`src/rtl/clock_domain_importer.sv`:
```
// clock_domain_importer
//
// Receiving half of a toggle-handshake clock-domain crossing. A word is
// pending whenever the synchronised request toggle differs from the local
// ack toggle. It is captured into a small FIFO when there is room, and
// capturing it toggles the ack. The FIFO drains to local logic over a
// valid/ready stream, so consumer stalls do not hold up the ack unless the
// FIFO is full.
//
// Parameters:
//   pBits   width of the transferred word (must match the exporter)
//   pDepth  FIFO depth in words, power of two, 2..256
//
// Ports:
//   clk        destination-domain clock
//   rst_n      asynchronous active-low reset
//   cd_req     request toggle from exporter (asynchronous to clk)
//   cd_data    bundled data; stable while cd_req is unchanged
//   cd_ack     ack toggle back to exporter (registered)
//   out_valid  FIFO non-empty
//   out_data   word at FIFO head (combinational read)
//   out_ready  consumer takes the head word this cycle
//   level      current FIFO occupancy
//
// Optional build macro CLOCK_DOMAIN_IMPORTER_STATS_EN adds:
//   xfer_count 16-bit wrapping count of captured words
//   stall      registered flag: a word was pending but the FIFO was full
//              at the previous edge

module clock_domain_importer #(
    parameter int unsigned pBits  = 8,
    parameter int unsigned pDepth = 4
) (
    input  logic                      clk,
    input  logic                      rst_n,
    input  logic                      cd_req,
    input  logic [pBits-1:0]          cd_data,
    output logic                      cd_ack,
    output logic                      out_valid,
    output logic [pBits-1:0]          out_data,
    input  logic                      out_ready,
`ifdef CLOCK_DOMAIN_IMPORTER_STATS_EN
    output logic [15:0]               xfer_count,
    output logic                      stall,
`endif
    output logic [$clog2(pDepth):0]   level
);

    localparam int unsigned AW = $clog2(pDepth);
    localparam int unsigned PW = AW + 1;

    // Synchroniser, ack toggle and pointers
    logic [1:0]    req_sync_q, req_sync_d;
    logic          ack_q, ack_d;
    logic [PW-1:0] wr_ptr_q, wr_ptr_d;
    logic [PW-1:0] rd_ptr_q, rd_ptr_d;

    // Storage is deliberately left out of reset
    logic [pBits-1:0] mem_q [pDepth];

    logic req_s;
    logic pending;
    logic empty;
    logic full;
    logic push;
    logic pop;

    assign req_s   = req_sync_q[1];
    assign pending = req_s ^ ack_q;
    assign empty   = (wr_ptr_q == rd_ptr_q);
    // Wrap bits differ and index bits match: writer is a whole lap ahead
    assign full    = (wr_ptr_q[AW] != rd_ptr_q[AW]) &&
                     (wr_ptr_q[AW-1:0] == rd_ptr_q[AW-1:0]);
    // Full blocks push even if a pop happens this cycle; push resumes the
    // cycle after the pop
    assign push    = pending && !full;
    assign pop     = !empty && out_ready;

    always_comb begin
        req_sync_d = {req_sync_q[0], cd_req};
        ack_d      = ack_q;
        wr_ptr_d   = wr_ptr_q;
        rd_ptr_d   = rd_ptr_q;
        if (push) begin
            ack_d    = ~ack_q;
            wr_ptr_d = wr_ptr_q + PW'(1);
        end
        if (pop) begin
            rd_ptr_d = rd_ptr_q + PW'(1);
        end
    end

    always_ff @(posedge clk or negedge rst_n) begin
        if (!rst_n) begin
            req_sync_q <= 2'b00;
            ack_q      <= 1'b0;
            wr_ptr_q   <= '0;
            rd_ptr_q   <= '0;
        end else begin
            req_sync_q <= req_sync_d;
            ack_q      <= ack_d;
            wr_ptr_q   <= wr_ptr_d;
            rd_ptr_q   <= rd_ptr_d;
        end
    end

    // cd_data is only sampled here, two or more clocks after req moved
    always_ff @(posedge clk) begin
        if (push) begin
            mem_q[wr_ptr_q[AW-1:0]] <= cd_data;
        end
    end

    assign cd_ack    = ack_q;
    assign out_valid = !empty;
    assign out_data  = mem_q[rd_ptr_q[AW-1:0]];
    assign level     = wr_ptr_q - rd_ptr_q;

`ifdef CLOCK_DOMAIN_IMPORTER_STATS_EN
    logic [15:0] xfer_count_q, xfer_count_d;
    logic        stall_q, stall_d;

    always_comb begin
        xfer_count_d = xfer_count_q;
        if (push) begin
            xfer_count_d = xfer_count_q + 16'd1;
        end
        stall_d = pending && full;
    end

    always_ff @(posedge clk or negedge rst_n) begin
        if (!rst_n) begin
            xfer_count_q <= 16'd0;
            stall_q      <= 1'b0;
        end else begin
            xfer_count_q <= xfer_count_d;
            stall_q      <= stall_d;
        end
    end

    assign xfer_count = xfer_count_q;
    assign stall      = stall_q;
`endif

endmodule

```
`config.mk`:
```
export PLATFORM = sky130hd
export DESIGN_NAME = clock_domain_importer
export DESIGN_NICKNAME = d
export VERILOG_FILES = /design/src/rtl/clock_domain_importer.sv
export SDC_FILE = /design/constraint.sdc
export NUM_CORES = 1
export LEC_CHECK = 0
export BUFFER_PORTS_ARGS = -buffer_cell sky130_fd_sc_hd__clkbuf_2
export CAP_MARGIN = 20
export CELL_PAD_IN_SITES_DETAIL_PLACEMENT = 1
export CELL_PAD_IN_SITES_GLOBAL_PLACEMENT = 2
export CORE_MARGIN = 2
export CORE_UTILIZATION = 41
export DETAILED_ROUTE_END_ITERATION = 8
export GPL_TIMING_DRIVEN = 0
export PLACE_DENSITY_LB_ADDON = 0.1
export SLEW_MARGIN = 5
export SYNTH_ARGS = -nofsm -noshare
export SYNTH_HDL_FRONTEND = slang
export SYNTH_SLANG_ARGS = --single-unit
```
`constraint.sdc`:
```
create_clock -name clk -period 2.2 [get_ports clk]
set_clock_uncertainty 0.05 [all_clocks]
set_input_delay 0.22 -clock clk [delete_from_list [all_inputs] [get_ports clk]]
set_output_delay 0.22 -clock clk [all_outputs]
set_load 0.005 [all_outputs]
```
==> metrics.md <==
| Metric | Value |
|---|---|
| Share of async-settable or async-resettable flops after synthesis | `0.220` |
| Io pins | `25` |
| Most frequent cells in the layout | `sky130_fd_sc_hd__edfxtp_1 (32), sky130_fd_sc_hd__clkbuf_2 (24), sky130_fd_sc_hd__dfrtp_1 (9)` |
| Max-cap violation count | `0` |
| Share of total power consumed by net switching | `0.340` |
| Period utilization | `0.919` |
| Peak supply drop | `659 uV` |
| DIE HEIGHT | `68.3 um` |
| Net Sw Power | `1.00 mW` |
| Relative contribution of the clock network to total power | `0.166` |
| Number of nets in the finished design | `139` |
| Logic pwr share | `0.422` |
| GR Overflow Total | `0` |
| Syn Area/Cell | `19.7 um^2` |
| Clock tree from TritonCTS | `built` |
| Vias per std cell | `5.08` |
| Number of antenna violations at the first check in global routing | `0` |
| Number of cells in the design after placement | `160` |
| Vias in the first global route | `921` |
| Area of the die | `4660 um^2` |
| Utilization after layout | `0.498` |
| Via count | `863` |
| Ant. Diodes | `0` |
| Pre-Repair DR Iteration Count | `3` |
| Warnings from Yosys | `0` |
| Share of layout cells above drive strength 1 | `0.425` |
| Clock input transition at the sequential cells of the worst setup and hold paths | `0.08 ns` |
| Min-Delay Path Class | `in -> reg` |
| Number of synthesized flops with an enable pin | `32` |
| Worst slew pin tran | `0.331 ns` |
| Syn Std Cell Area | `1690 um^2` |
| Clock latency reported for the late side of the worst-skew pair | `0.29 ns` |
| Data arrival time of the critical path | `1.95 ns` |
| Number of clock sinks | `41` |
| WHS Path Cells | `1` |
| Synthesized net count | `106` |
| Part of the power in registers | `0.412` |
| Worst EP required | `2.13 ns` |
| Count of state elements after synthesis | `41` |
| Placed wire-length estimate after detailed placement | `2.02 mm` |
| Final number of setup-violating endpoints | `0` |
| H-tree depth reported by CTS | `2` |
| Class of the most critical setup path | `reg -> reg` |
| Most common cell after layout, fill and taps aside | `sky130_fd_sc_hd__edfxtp_1` |
| CTS root buf | `sky130_fd_sc_hd__clkbuf_8` |
| Count of cells along the worst register-to-register path | `6` |
| Cells after synthesis | `86` |
| Final Routed Wirelength | `2.91 mm` |
| Area of the placeable core | `4000 um^2` |
| Status | `finished clean` |
| Internal Pwr Total | `1.95 mW` |
| Number of cells in the finished layout apart from fillers | `170` |
| Primary FF master, synth | `sky130_fd_sc_hd__edfxtp_1` |
| Sequential cell area fraction in the yosys report | `0.701` |
| Routed WL per cell | `17.1 um` |
| Max-slew violation count | `0` |
| Highest clock rate | `495 MHz` |
| Critical path fanouts, max | `10` |
| Power density over the cells | `1480 nW/um^2` |
| Area growth from synthesis to layout | `17.6%` |
| Distinct cells, synth | `21` |
| RD Place Congestion | `0.637` |
| GRT Overall Usage | `0.153` |
| RSZ-0062 raised after global routing | `no` |
| Number of failing hold endpoints at the final stage | `0` |
| Std cell rows | `23` |
| Headroom to the max-slew limit | `0.779` |
| Pin count of the biggest net entering global routing | `15` |
| Starting Density | `0.423` |
| Global-route wire length before repair | `4.81 mm` |
| CTS Buf Count | `5` |
| Antenna-violating nets left | `0` |
| Die outline width | `68.3 um` |
| Number of I/O port buffers | `24` |
| Final period demand of the worst path | `2.02 ns` |
| Kind of launch point of the worst setup path | `register` |
| Number of buffers between clock root and the deepest sink | `2` |
| Leakage power | `0.785 nW` |
| Worst setup EP type | `register` |
| DRC Markers | `0` |
| Detailed router's first-iteration violation count | `54` |
-- power groups by stage --
stage	Clock [mW]	Combinational, mW	Sequential [mW]
CTS	0.510	1.28	1.22
finish	0.489	1.24	1.22
global placement	0	1.22	1.22
global route	0.539	1.41	1.25
detailed placement	0	1.27	1.24
floorplan	0	0.831	1.21
-- critical path, stage by stage (launching register included) --
cell,delay (ns)
sky130_fd_sc_hd__dfrtp_1,0.40
sky130_fd_sc_hd__clkbuf_4,0.26
sky130_fd_sc_hd__inv_1,0.07
sky130_fd_sc_hd__ha_1,0.29
sky130_fd_sc_hd__nand2_1,0.17
sky130_fd_sc_hd__o21a_4,0.18
sky130_fd_sc_hd__and2_2,0.29
-- flip-flops by register name (all words and copies together), names as in the netlist --
| register | cells |
|---|---|
| rd_ptr_q | 3 |
| mem_q | 32 |
| wr_ptr_q | 3 |
| req_sync_q | 2 |
| cd_ack | 1 |
-- what timing repair did --
| item | CTS | global route |
|---|---|---|
| setup buffers | 0 | 0 |
| resized for setup | 2 | 4 |
| pin swaps | 0 | 0 |
| hold buffers | 2 | 0 |
| setup endpoints to repair | 34 | 33 |
| hold endpoints to repair | 10 | 0 |
-- synthesized netlist by cell type (2+ instances only) --
| master | n | area, um^2 |
|---|---|---|
| sky130_fd_sc_hd__and2_2 | 3 | 22.5 |
| sky130_fd_sc_hd__mux4_2 | 8 | 180 |
| sky130_fd_sc_hd__edfxtp_1 | 32 | 961 |
| sky130_fd_sc_hd__mux2_2 | 2 | 22.5 |
| sky130_fd_sc_hd__xor2_1 | 3 | 26.3 |
| sky130_fd_sc_hd__xnor2_1 | 4 | 35.0 |
| sky130_fd_sc_hd__ha_1 | 7 | 87.6 |
| sky130_fd_sc_hd__dfrtp_1 | 9 | 225 |
| sky130_fd_sc_hd__inv_1 | 6 | 22.5 |
-- stage by stage --
step | hold WS (ns) | TNS (ns) | setup WS [ns] | total power [mW] | cell area [um^2]
after CTS | 0.0786 | 0 | 0.0347 | 3.01 | 1990
after detailed placement | 0.0444 | -7.23 | -0.256 | 2.51 | 1880
after global placement | 0.0405 | -5.36 | -0.211 | 2.44 | 1880
after global routing | 0.0903 | 0 | 0.00321 | 3.20 | 1990
final | 0.0885 | 0 | 0.179 | 2.95 | 1990
after floorplan | -0.126 | 0 | 0.256 | 2.04 | 1690
-- final timing paths --
check,from,endpoint,slack [ns]
max reg2reg,rd_ptr_q[1],mem_q[0][4],0.18
min reg2reg,req_sync_q[0],req_sync_q[1],0.31
max,rd_ptr_q[1],mem_q[0][4],0.18
min in group asynchronous,rst_n,req_sync_q[1],0.27
max in group asynchronous,rst_n,rd_ptr_q[1],1.62
min,cd_data[0],mem_q[3][0],0.09
-- layer usage --
| layer | GRT usage | routed length, um | vias to the layer above |
|---|---|---|---|
| met5 | 0 | 0 | - |
| met4 | 0.0675 | 56 | 0 |
| met3 | 0.0510 | 106 | 5 |
| met2 | 0.235 | 1520 | 16 |
| met1 | 0.197 | 1230 | 455 |
| li1 | - | - | 387 |
-- logic make-up (layout without fill, tap and decap cells) --
group	Yosys count	after routing	synth area share
buffers and inverters	8	42	0.0185
AO/OA/AOI/OAI	4	4	0.0222
adder cells (fa/ha/maj)	8	8	0.0636
XOR/XNOR	8	8	0.0458
flip-flops	41	41	0.701
multiplexers	11	11	0.129
AND/OR/NAND/NOR	6	6	0.0207
-- layout make-up --
type,instances,area (um^2)
fillers,392,2010
flip-flops and latches,41,1190
multi-input cells,37,477
repair buffers,26,140
clock buffers,5,68.8
well taps,50,62.6
inverters,6,22.5
clock inverters,3,21.3
plain buffers,2,12.5
Power figures use the tool's default switching activity.
